**src/rtl/prog_loader.sv**
```systemverilog
// Program loader and run controller: streams host words into IM/DM, then runs the CPU until pc reaches HALT_PC.
// Optional build macro LOADER_CHECKSUM_EN adds a trailing per-block checksum word (CHK state).
module prog_loader #(
    parameter int          ADDR_W  = 10,
    parameter logic [31:0] HALT_PC = 32'd88
) (
    input  logic              clk,
    input  logic              rst,
    input  logic              in_valid,
    output logic              in_ready,
    input  logic [31:0]       in_data,
    output logic              im_we,
    output logic [ADDR_W-1:0] im_addr,
    output logic [31:0]       im_wdata,
    output logic              dm_we,
    output logic [ADDR_W-1:0] dm_addr,
    output logic [31:0]       dm_wdata,
    input  logic [31:0]       pc,
    output logic              cpu_rst,
    output logic              done,
    output logic              err
);

    typedef enum logic [2:0] {
        S_IDLE,
        S_LOAD,
        S_CHK,
        S_RUN,
        S_HALT
    } state_t;

    state_t            state;
    logic              tgt_dm;
    logic [ADDR_W-1:0] cur_addr;
    logic [13:0]       remaining;
`ifdef LOADER_CHECKSUM_EN
    logic [31:0]       csum;
`endif

    logic              accept;
    logic [1:0]        hdr_tgt;
    logic [13:0]       hdr_cnt;
    logic [ADDR_W-1:0] hdr_addr;

    assign in_ready = (state != S_RUN);
    assign accept   = in_valid && in_ready;
    assign hdr_tgt  = in_data[31:30];
    assign hdr_cnt  = in_data[29:16];
    assign hdr_addr = in_data[ADDR_W-1:0];

    always_ff @(posedge clk or posedge rst) begin
        if (rst) begin
            state     <= S_IDLE;
            tgt_dm    <= 1'b0;
            cur_addr  <= '0;
            remaining <= '0;
`ifdef LOADER_CHECKSUM_EN
            csum      <= '0;
`endif
            im_we     <= 1'b0;
            im_addr   <= '0;
            im_wdata  <= '0;
            dm_we     <= 1'b0;
            dm_addr   <= '0;
            dm_wdata  <= '0;
            cpu_rst   <= 1'b1;
            done      <= 1'b0;
            err       <= 1'b0;
        end else begin
            im_we <= 1'b0;
            dm_we <= 1'b0;
            case (state)
                // HALT accepts headers exactly like IDLE; done lives in its own flop so it survives loads
                S_IDLE, S_HALT: begin
                    if (accept) begin
                        unique case (hdr_tgt)
                            2'b00, 2'b01: begin
                                tgt_dm    <= hdr_tgt[0];
                                cur_addr  <= hdr_addr;
                                remaining <= hdr_cnt;
`ifdef LOADER_CHECKSUM_EN
                                csum      <= '0;
`endif
                                if (hdr_cnt != 14'd0) begin
                                    state <= S_LOAD;
                                end else begin
`ifdef LOADER_CHECKSUM_EN
                                    state <= S_CHK;
`else
                                    state <= S_IDLE;
`endif
                                end
                            end
                            2'b10: begin
                                state   <= S_RUN;
                                cpu_rst <= 1'b0;
                                done    <= 1'b0;
                            end
                            default: err <= 1'b1;
                        endcase
                    end
                end
                S_LOAD: begin
                    if (accept) begin
                        if (tgt_dm) begin
                            dm_we    <= 1'b1;
                            dm_addr  <= cur_addr;
                            dm_wdata <= in_data;
                        end else begin
                            im_we    <= 1'b1;
                            im_addr  <= cur_addr;
                            im_wdata <= in_data;
                        end
                        // address wraps naturally at 2^ADDR_W
                        cur_addr  <= cur_addr + 1'b1;
                        remaining <= remaining - 1'b1;
`ifdef LOADER_CHECKSUM_EN
                        csum      <= csum + in_data;
`endif
                        if (remaining == 14'd1) begin
`ifdef LOADER_CHECKSUM_EN
                            state <= S_CHK;
`else
                            state <= S_IDLE;
`endif
                        end
                    end
                end
`ifdef LOADER_CHECKSUM_EN
                S_CHK: begin
                    if (accept) begin
                        if (in_data != csum) begin
                            err <= 1'b1;
                        end
                        state <= S_IDLE;
                    end
                end
`endif
                S_RUN: begin
                    if (pc == HALT_PC) begin
                        state   <= S_HALT;
                        cpu_rst <= 1'b1;
                        done    <= 1'b1;
                    end
                end
                default: state <= S_IDLE;
            endcase
        end
    end

endmodule

```
**config.mk**
```make
export PLATFORM = sky130hd
export DESIGN_NAME = prog_loader
export DESIGN_NICKNAME = d
export VERILOG_FILES = /design/src/rtl/prog_loader.sv
export SDC_FILE = /design/constraint.sdc
export NUM_CORES = 1
export LEC_CHECK = 0
export ABC_AREA = 1
export CORE_MARGIN = 10
export CORE_UTILIZATION = 48
export CTS_CLUSTER_DIAMETER = 50
export CTS_CLUSTER_SIZE = 12
export DETAILED_ROUTE_END_ITERATION = 16
export PLACE_DENSITY_LB_ADDON = 0.12
export SLEW_MARGIN = 20
export SYNTH_ARGS = -nofsm -noshare
export SYNTH_HDL_FRONTEND = slang
export SYNTH_SLANG_ARGS = --single-unit
```
**constraint.sdc**
```tcl
create_clock -name clk -period 4.9 [get_ports clk]
set_input_delay 0.98 -clock clk [delete_from_list [all_inputs] [get_ports clk]]
set_output_delay 0.98 -clock clk [all_outputs]
set_load 0.01 [all_outputs]
```
======== Word level (Yosys, flattened, before mapping) ========
Index checks and enable logic that the tools add are counted.
storage, ports and cells
  register bits after elaboration ......... 117
  input bits .............................. 67
  output and inout port bits .............. 90
operators by class
  add/sub/neg operators ................... 2
  equal/unequal tests ..................... 15
  muxes and demuxes ....................... 25
  bitwise gates (word level) .............. 2
  reduce and logical (&&, ||, !) cells .... 16
operators by type and width
  kind                   number
  $mux 14                3
  $eq 32x7->1 const B    1
  $mux 10                3
  $pmux 14 s2            1
  $pmux 10 s2            1
  $eq 14x1->1 const B    1
  $reduce_bool 14->1     1
  $sub 14x1->14 const B  1
  $mux 3                 4
  $reduce_and 3->1       4
  $add 10x1->10 const B  1
  $mux 1                 10
  $pmux 3 s3             1
  $ne 2x2->1 const B     4
  $reduce_and 4->1       2
  $pmux 3 s2             1
  $reduce_and 5->1       1
  $ne 2x1->1 const B     2
  $reduce_bool 2->1      2
  $reduce_or 2->1        2
  $eq 3x1->1 const B     1
  $eq 3x2->1 const B     1
  $eq 3x3->1 const B     1
  $logic_not 3->1        1
  other kinds (9)        10

======== Logic depth before layout (Yosys ltp) ========
Gate-level depths: netlist (run 1).
  depth after elaboration ................. 5
  mapped depth ............................ 11
  gate-level depth less buffers ........... 11

======== Worst setup path before layout (run 1) ========
No wires, ideal clock.
  path kind ............................... input to register
  start point ............................. input port in_valid
  end point ............................... register remaining[9]
  library setup time ...................... 0.120 ns
  arrival time ............................ 1.796 ns
  path slack .............................. 2.984 ns
  cell stages on the path ................. 8
  cells stage by stage .................... inv_1 > nor2_1 > nand3_2 > nand2_4 > inv_2 > buf_2 > o21ai_0 > inv_1
on the way
  word-level cells in the longest chain between the ends .. 3
RTL lines
  item                          line  text
  from (decl)                   9     input logic in_valid,
  $logic_and 1x1->1 *           46    assign accept = in_valid && in_ready;
  $ne 2x2->1 (no line)          -
  $reduce_and 4->1 (no line) *  -
  to (signal assigned)          80    remaining <= hdr_cnt;
  to (signal assigned)          116   remaining <= remaining - 1'b1;
  to (decl)                     35    logic [13:0] remaining;
Every way passes the cells marked *; elsewhere a longest branch is shown, timed or not.
A chain may end at the register's enable or synchronous reset.

======== Worst setup path after layout (run 1) ========
  start point ............................. register state[2]
  end point ............................... register dm_addr[7]
on the way
  word-level cells in the longest chain between the ends .. 3
RTL lines
  item                          line  text
  from (decl)                   32    state_t state;
  from (signal assigned)        53    state <= S_IDLE;
  from (signal assigned)        85    state <= S_LOAD;
  from (signal assigned)        90    state <= S_IDLE;
  $ne 3x2->1                    45    assign in_ready = (state != S_RUN);
  $logic_and 1x1->1             46
  $reduce_and 3->1 (no line) *  -
  to (signal assigned)          107   dm_addr <= cur_addr;
  to (decl)                     16    output logic [ADDR_W-1:0] dm_addr,
Marked as above.

==> impl_metrics.tcl, run 1 <==
set metrics [dict create \
    dpl.hpwl_um 10200 \
    drt_wl_total_um 14200 \
    cp_slowest_cell "nor2_4" \
    hold_class "register to register" \
    num_rows 38 \
    setup_viol 0 \
    power_switching_mw 1.79 \
    post_drt_wl_per_cell_um 16.7 \
    cts-buffers-inserted 17 \
    postSynthAreaPerCell_um2 9.97 \
    p_per_area_nw_per_um2 702 \
    io-pin-count 157 \
    cts_tree "done" \
    switching_share 0.336 \
    synth-edff-count 0 \
    required_ps 5300 \
    endpoint_kind "register" \
    power_frac_comb 0.423 \
    p_seq_frac 0.330 \
    seq_area_um2 2930 \
    setup_tns_ps 0 \
    drtIter0Drc 183 \
    grt.total_usage 0.180 \
    post-place-cells 815 \
    postRouteAntennaNets 0 \
    worst_slew_pin_slew_ps 1030 \
    die_h_um 126 \
    die_w_um 126 \
    core_um2 10900 \
    ctsLongestPathBuffers 2 \
    yosysSeqAreaShare 0.548 \
    grt_start_max_net_pins 77 \
    drcViolationCount 0 \
    met1_usage 0.221 \
    cts_root_buf "clkbuf_8" \
    io_buffers 156 \
    clkPwrFrac 0.247 \
    busiest_layer "met2" \
    holdWs_ps 479 \
    instances_no_fill 847 \
    htree_levels 4 \
    slew_headroom 0.311 \
    fin_worst_skew_ps 10.2 \
    synthFlopType "dfrtp_1" \
    post_cts_buffers 0 \
    nets 764 \
    grt_use_met3 0.0697 \
    routed_via_density 5.09 \
    syn2layout_area_growth_pct 42.2 \
    max_cap_violations 0 \
    startpoint_type "register" \
    synth_seq_cells 117 \
    internal-power_mw 3.54 \
    peakVddDrop_mv 0.382 \
    start_util 0.491 \
    finalHoldViolations 0 \
    drive_gt1_frac 0.143 \
    finalWorstSetupSlack_ps 2020 \
    worstPathMaxFanout 38 \
    post-route-period-util 0.587 \
    fin_crit_ps 2880 \
    fmax_ghz 0.348 \
    via_count 4314 \
    gp_congestion 0.808 \
    worstPathCellList "nor2_2, nand2_2, inv_4, nand2_4, nor2_4, buf_4, nand2_1, o21a_1" \
    dp_slack_ps 1770 \
    r2r_slack_ps 2020 \
    antenna_found_initial 0 \
    grt_pass1_wl_um 23600 \
    yosys_warnings 0 \
    p_leak_nw 3.29 \
    critPathKind "register to register" \
    synthCells 536 \
    die_area_um2 15800 \
    clk_latency_ps 510 \
    status "finished clean" \
    grt-ovfl-total 0 \
    firstDrtPassIters 5 \
    slew_viol_final 0 \
    synthArstFlopShare 1.00 \
    cts.sinks 117 \
    cpPeakStageDelay_ps 800 \
    met2_usage 0.289 \
    yosys.cell_types.count 33 \
    holdBufCountCts 0 \
    rsz0062_at_grt "no" \
    clkTransAtPathRegs_ps 60 \
    ctsResizeCount 0 \
    fillCellCount 840 \
    synth_area_um2 5340 \
    syn-num-nets 606 \
    cp.arrival_ps 3280 \
    grt_pass1_vias 4514 \
    antennaDiodeCount 0 \
    multiInputGateArea_um2 2080 \
]
state kept, by name (all words and copies together) (netlist names):
name,count
err,1
cur_addr,10
im_addr,10
dm_we,1
remaining,14
dm_wdata,32
state,3
im_wdata,32
im_we,1
dm_addr,10
done,1
cpu_rst,1
tgt_dm,1
metal layers:
metal | vias to the layer above | wire [µm]
met2 | 146 | 6740
met1 | 2074 | 6170
met4 | 0 | 78
met5 | - | 0
met3 | 8 | 1170
li1 | 2086 | -
synthesized netlist by cell type, drive strengths merged, types with 2 or more instances:
cell	count	area, µm²
buf	17	130
or2	3	18.8
o21a	29	218
o21ai	29	145
nor3	2	10.0
nand2	112	438
ha	3	37.5
o211ai	3	22.5
mux2	56	631
inv	49	186
dfrtp	116	2900
a31oi	2	12.5
xor2	4	35.0
nand3	22	115
a22oi	2	15.0
nand4	10	62.6
a21oi	18	90.1
clkbuf	4	15.0
nor2	51	209
final timing paths:
check                          from      endpoint  depth (start not counted)
setup / recovery           state[2]    dm_addr[7]                          8
hold / removal              cpu_rst       cpu_rst                          2
setup reg to reg           state[2]    dm_addr[7]                          8
hold reg to reg             cpu_rst       cpu_rst                          2
max in group asynchronous       rst       cpu_rst                          3
min in group asynchronous       rst  dm_wdata[16]                          2
critical path, delay by kind of cell (launching register included):
kind,cells,cell delay (ps)
AO/OA/AOI/OAI,1,110
flip-flops,1,400
buffers and inverters,2,780
AND/OR/NAND/NOR,5,1450
through the flow:
| stage | util | instance area [µm²] | power (mW) |
|---|---|---|---|
| 3_3_place_gp | 0.640 | 6970 | 3.97 |
| 3_5_place_dp | 0.640 | 6970 | 4.05 |
| 5_1_grt | 0.698 | 7600 | 5.70 |
| 6_report | 0.698 | 7600 | 5.33 |
| 2_1_floorplan | - | 5340 | 2.99 |
| 4_1_cts | 0.698 | 7600 | 5.39 |
power groups by stage:
stage                     registers (mW)  logic (mW)  clock network [mW]
after detailed placement            1.77        2.28                   0
final                               1.76        2.26                1.32
after CTS                           1.76        2.30                1.34
after global routing                1.83        2.49                1.38
after global placement              1.74        2.22                   0
after floorplan                     1.89        1.11                   0
cell type report:
type	instances	share of cell area
clock inverters	9	0.0229
clock buffers	23	0.0601
well taps	140	0.0231
inverters	49	0.0249
multi-input cells	349	0.274
flip-flops and latches	117	0.386
repair buffers	160	0.209
cells in the final DEF, fill, tap and decap left out, types with 4 or more instances in the layout:
cell / Yosys / routed
a21oi_1: 18 / 18
buf_4: 8 / 4
bufinv_16: 0 / 5
clkbuf_1: 4 / 4
clkbuf_16: 0 / 16
clkdlybuf4s50_1: 0 / 156
dfrtp_1: 116 / 116
inv_1: 46 / 45
mux2_2: 54 / 54
nand2_1: 109 / 109
nand3_1: 21 / 21
nand4_1: 10 / 10
nor2_1: 48 / 48
o21a_1: 29 / 29
o21ai_0: 29 / 29
xor2_1: 4 / 4
cells by family (layout without fill, tap and decap cells):
| family | count (synthesis) | count (layout) | synth area share |
|---|---|---|---|
| adders and majority gates | 3 | 3 | 0.00703 |
| AOI/OAI and AO/OA | 86 | 86 | 0.0984 |
| DFF | 117 | 117 | 0.548 |
| xor gates and xnor gates | 4 | 4 | 0.00656 |
| muxes | 56 | 56 | 0.118 |
| buffers and inverters | 70 | 241 | 0.0621 |
| and+or+nand+nor | 200 | 200 | 0.160 |
(Power assumes the default switching activity.)
==> run 2: changes to the inputs <==
Settings changed: CORE_UTILIZATION 48 to 43.
Clock period 4.9 ns to 2.6 ns, I/O delays scaled along.
==> impl_metrics.tcl, run 2 (same netlist as run 1, synthesis figures left out) <==
set metrics [dict create \
    fin_crit_ps 2190 \
    post-route-util 0.643 \
    p_leak_nw 3.36 \
    grt.total_usage 0.166 \
    io_buffers 156 \
    io-pin-count 157 \
    cts.sinks 117 \
    worstSetupEndpoint "in_ready" \
    max_cap_violations 0 \
    critPathBufInv 2 \
    layout_common_cells "156 x clkdlybuf4s50_1, 116 x dfrtp_1, 109 x nand2_1" \
    holdBufCountCts 0 \
    drcViolationCount 0 \
    crit_cells 4 \
    worstSetupStartpoint "state[0]" \
    fin_worst_skew_ps 17.5 \
    die_w_um 131 \
    post-route-period-util 0.842 \
    syn2layout_area_growth_pct 45.9 \
    hold_class "input port to async pin" \
    cts_root_buf "clkbuf_16" \
    setup_viol 0 \
    worstPathCellList "nand2_1, nor2_1, inv_1, clkdlybuf4s50_1" \
    start_util 0.441 \
    setup_tns_ps 0 \
    gp_congestion 0.796 \
    firstDrtPassIters 4 \
    htree_levels 4 \
    cts-buffers-inserted 17 \
    cpPeakStageDelay_ps 490 \
    dpl.hpwl_um 10400 \
    startpoint_type "register" \
    slew_headroom 0.768 \
    p_per_area_nw_per_um2 1330 \
    antenna_found_initial 0 \
    r2r_slack_ps 660 \
    post_drt_wl_per_cell_um 16.1 \
    die_area_um2 17300 \
    rsz0062_at_grt "no" \
    r2r_start "state[2]" \
    drive_gt1_frac 0.154 \
    reg_top3 "dm_wdata (32), im_wdata (32), remaining (14)" \
    cp.arrival_ps 1670 \
    worst_slew_pin_slew_ps 345 \
    via_count 4289 \
    crit_family "buffers and inverters" \
    antennaDiodeCount 0 \
    r2r_end "im_wdata[25]" \
    postRouteAntennaNets 0 \
    post_cts_buffers 0 \
    worstPathMaxFanout 4 \
    peakVddDrop_mv 0.745 \
    cts_tree "done" \
    fmax_ghz 0.457 \
    drt_wl_total_um 14100 \
    routed_via_density 4.87 \
    grt-ovfl-total 0 \
    grt_start_max_net_pins 54 \
    die_h_um 131 \
    finalHoldViolations 0 \
    endpoint_kind "output port" \
    slew_viol_final 0 \
    ctsLongestPathBuffers 2 \
    status "finished clean" \
    finalWorstSetupSlack_ps 410 \
    grt_pass1_vias 4579 \
    power.total_mw 10.3 \
    required_ps 2080 \
    num_rows 40 \
    grt_pass1_wl_um 23500 \
    core_um2 12100 \
    cp_slowest_cell "clkdlybuf4s50_1" \
    nets 769 \
    clk_latency_ps 420 \
    final_common_cell "clkdlybuf4s50_1" \
    clkTransAtPathRegs_ps 60 \
    critPathKind "register to output port" \
    drtIter0Drc 221 \
    dp_slack_ps 344 \
    ctsResizeCount 0 \
    ff2ff_path_depth 7 \
]
## run 2: cell count changes in the layout (fill, tap and decap cells not counted), sizes merged
cell / change
bufinv: +1
clkinv: -1
clkbuf: -3
buf: +5
clkinvlp: +3
## run 2: report_power, final
part / switching (mW) / internal [mW] / leakage [nW] / total, mW
clock: 0.819 / 1.87 / 0.333 / 2.69
sequential: 0.569 / 2.74 / 1.37 / 3.30
combinational: 2.04 / 2.31 / 1.65 / 4.35
## run 2: how the worst min path moves through the flow
| stage | slack [ps] | end | cells after the start | start |
|---|---|---|---|---|
| floorplan | 470 | cpu_rst | 2 | cpu_rst |
| global placement | 450 | cpu_rst | 2 | cpu_rst |
| detailed placement | 470 | cpu_rst | 2 | cpu_rst |
| CTS | 370 | remaining[12] | 2 | rst |
| global route | 390 | remaining[12] | 2 | rst |
| finish | 390 | remaining[12] | 2 | rst |
## run 2: through the flow
stage | hold WS (ps) | instances | instance area (µm²)
2_1_floorplan | 469 | 536 | 5350
3_3_place_gp | 455 | 848 | 7100
3_5_place_dp | 467 | 848 | 7100
4_1_cts | 374 | 880 | 7790
5_1_grt | 392 | 880 | 7790
6_report | 390 | 880 | 7790
## run 2: layout make-up
type / instances / area [µm²]
fill: 992 / 4320
sequential: 117 / 2930
tap: 168 / 210
timing repair buffer: 165 / 1690
clock inverter: 12 / 223
clock buffer: 20 / 467
inverter: 49 / 190
multi-input combinational: 349 / 2080
## run 2: routing by layer
| layer | share of wire | up-vias | track usage | wire length [µm] |
|---|---|---|---|---|
| li1 | - | 2092 | - | - |
| met1 | 0.44 | 2074 | 0.203 | 6280 |
| met2 | 0.46 | 117 | 0.254 | 6540 |
| met3 | 0.087 | 6 | 0.0781 | 1230 |
| met4 | 0.0068 | 0 | 0.0525 | 96 |
| met5 | 0 | - | 0 | 0 |
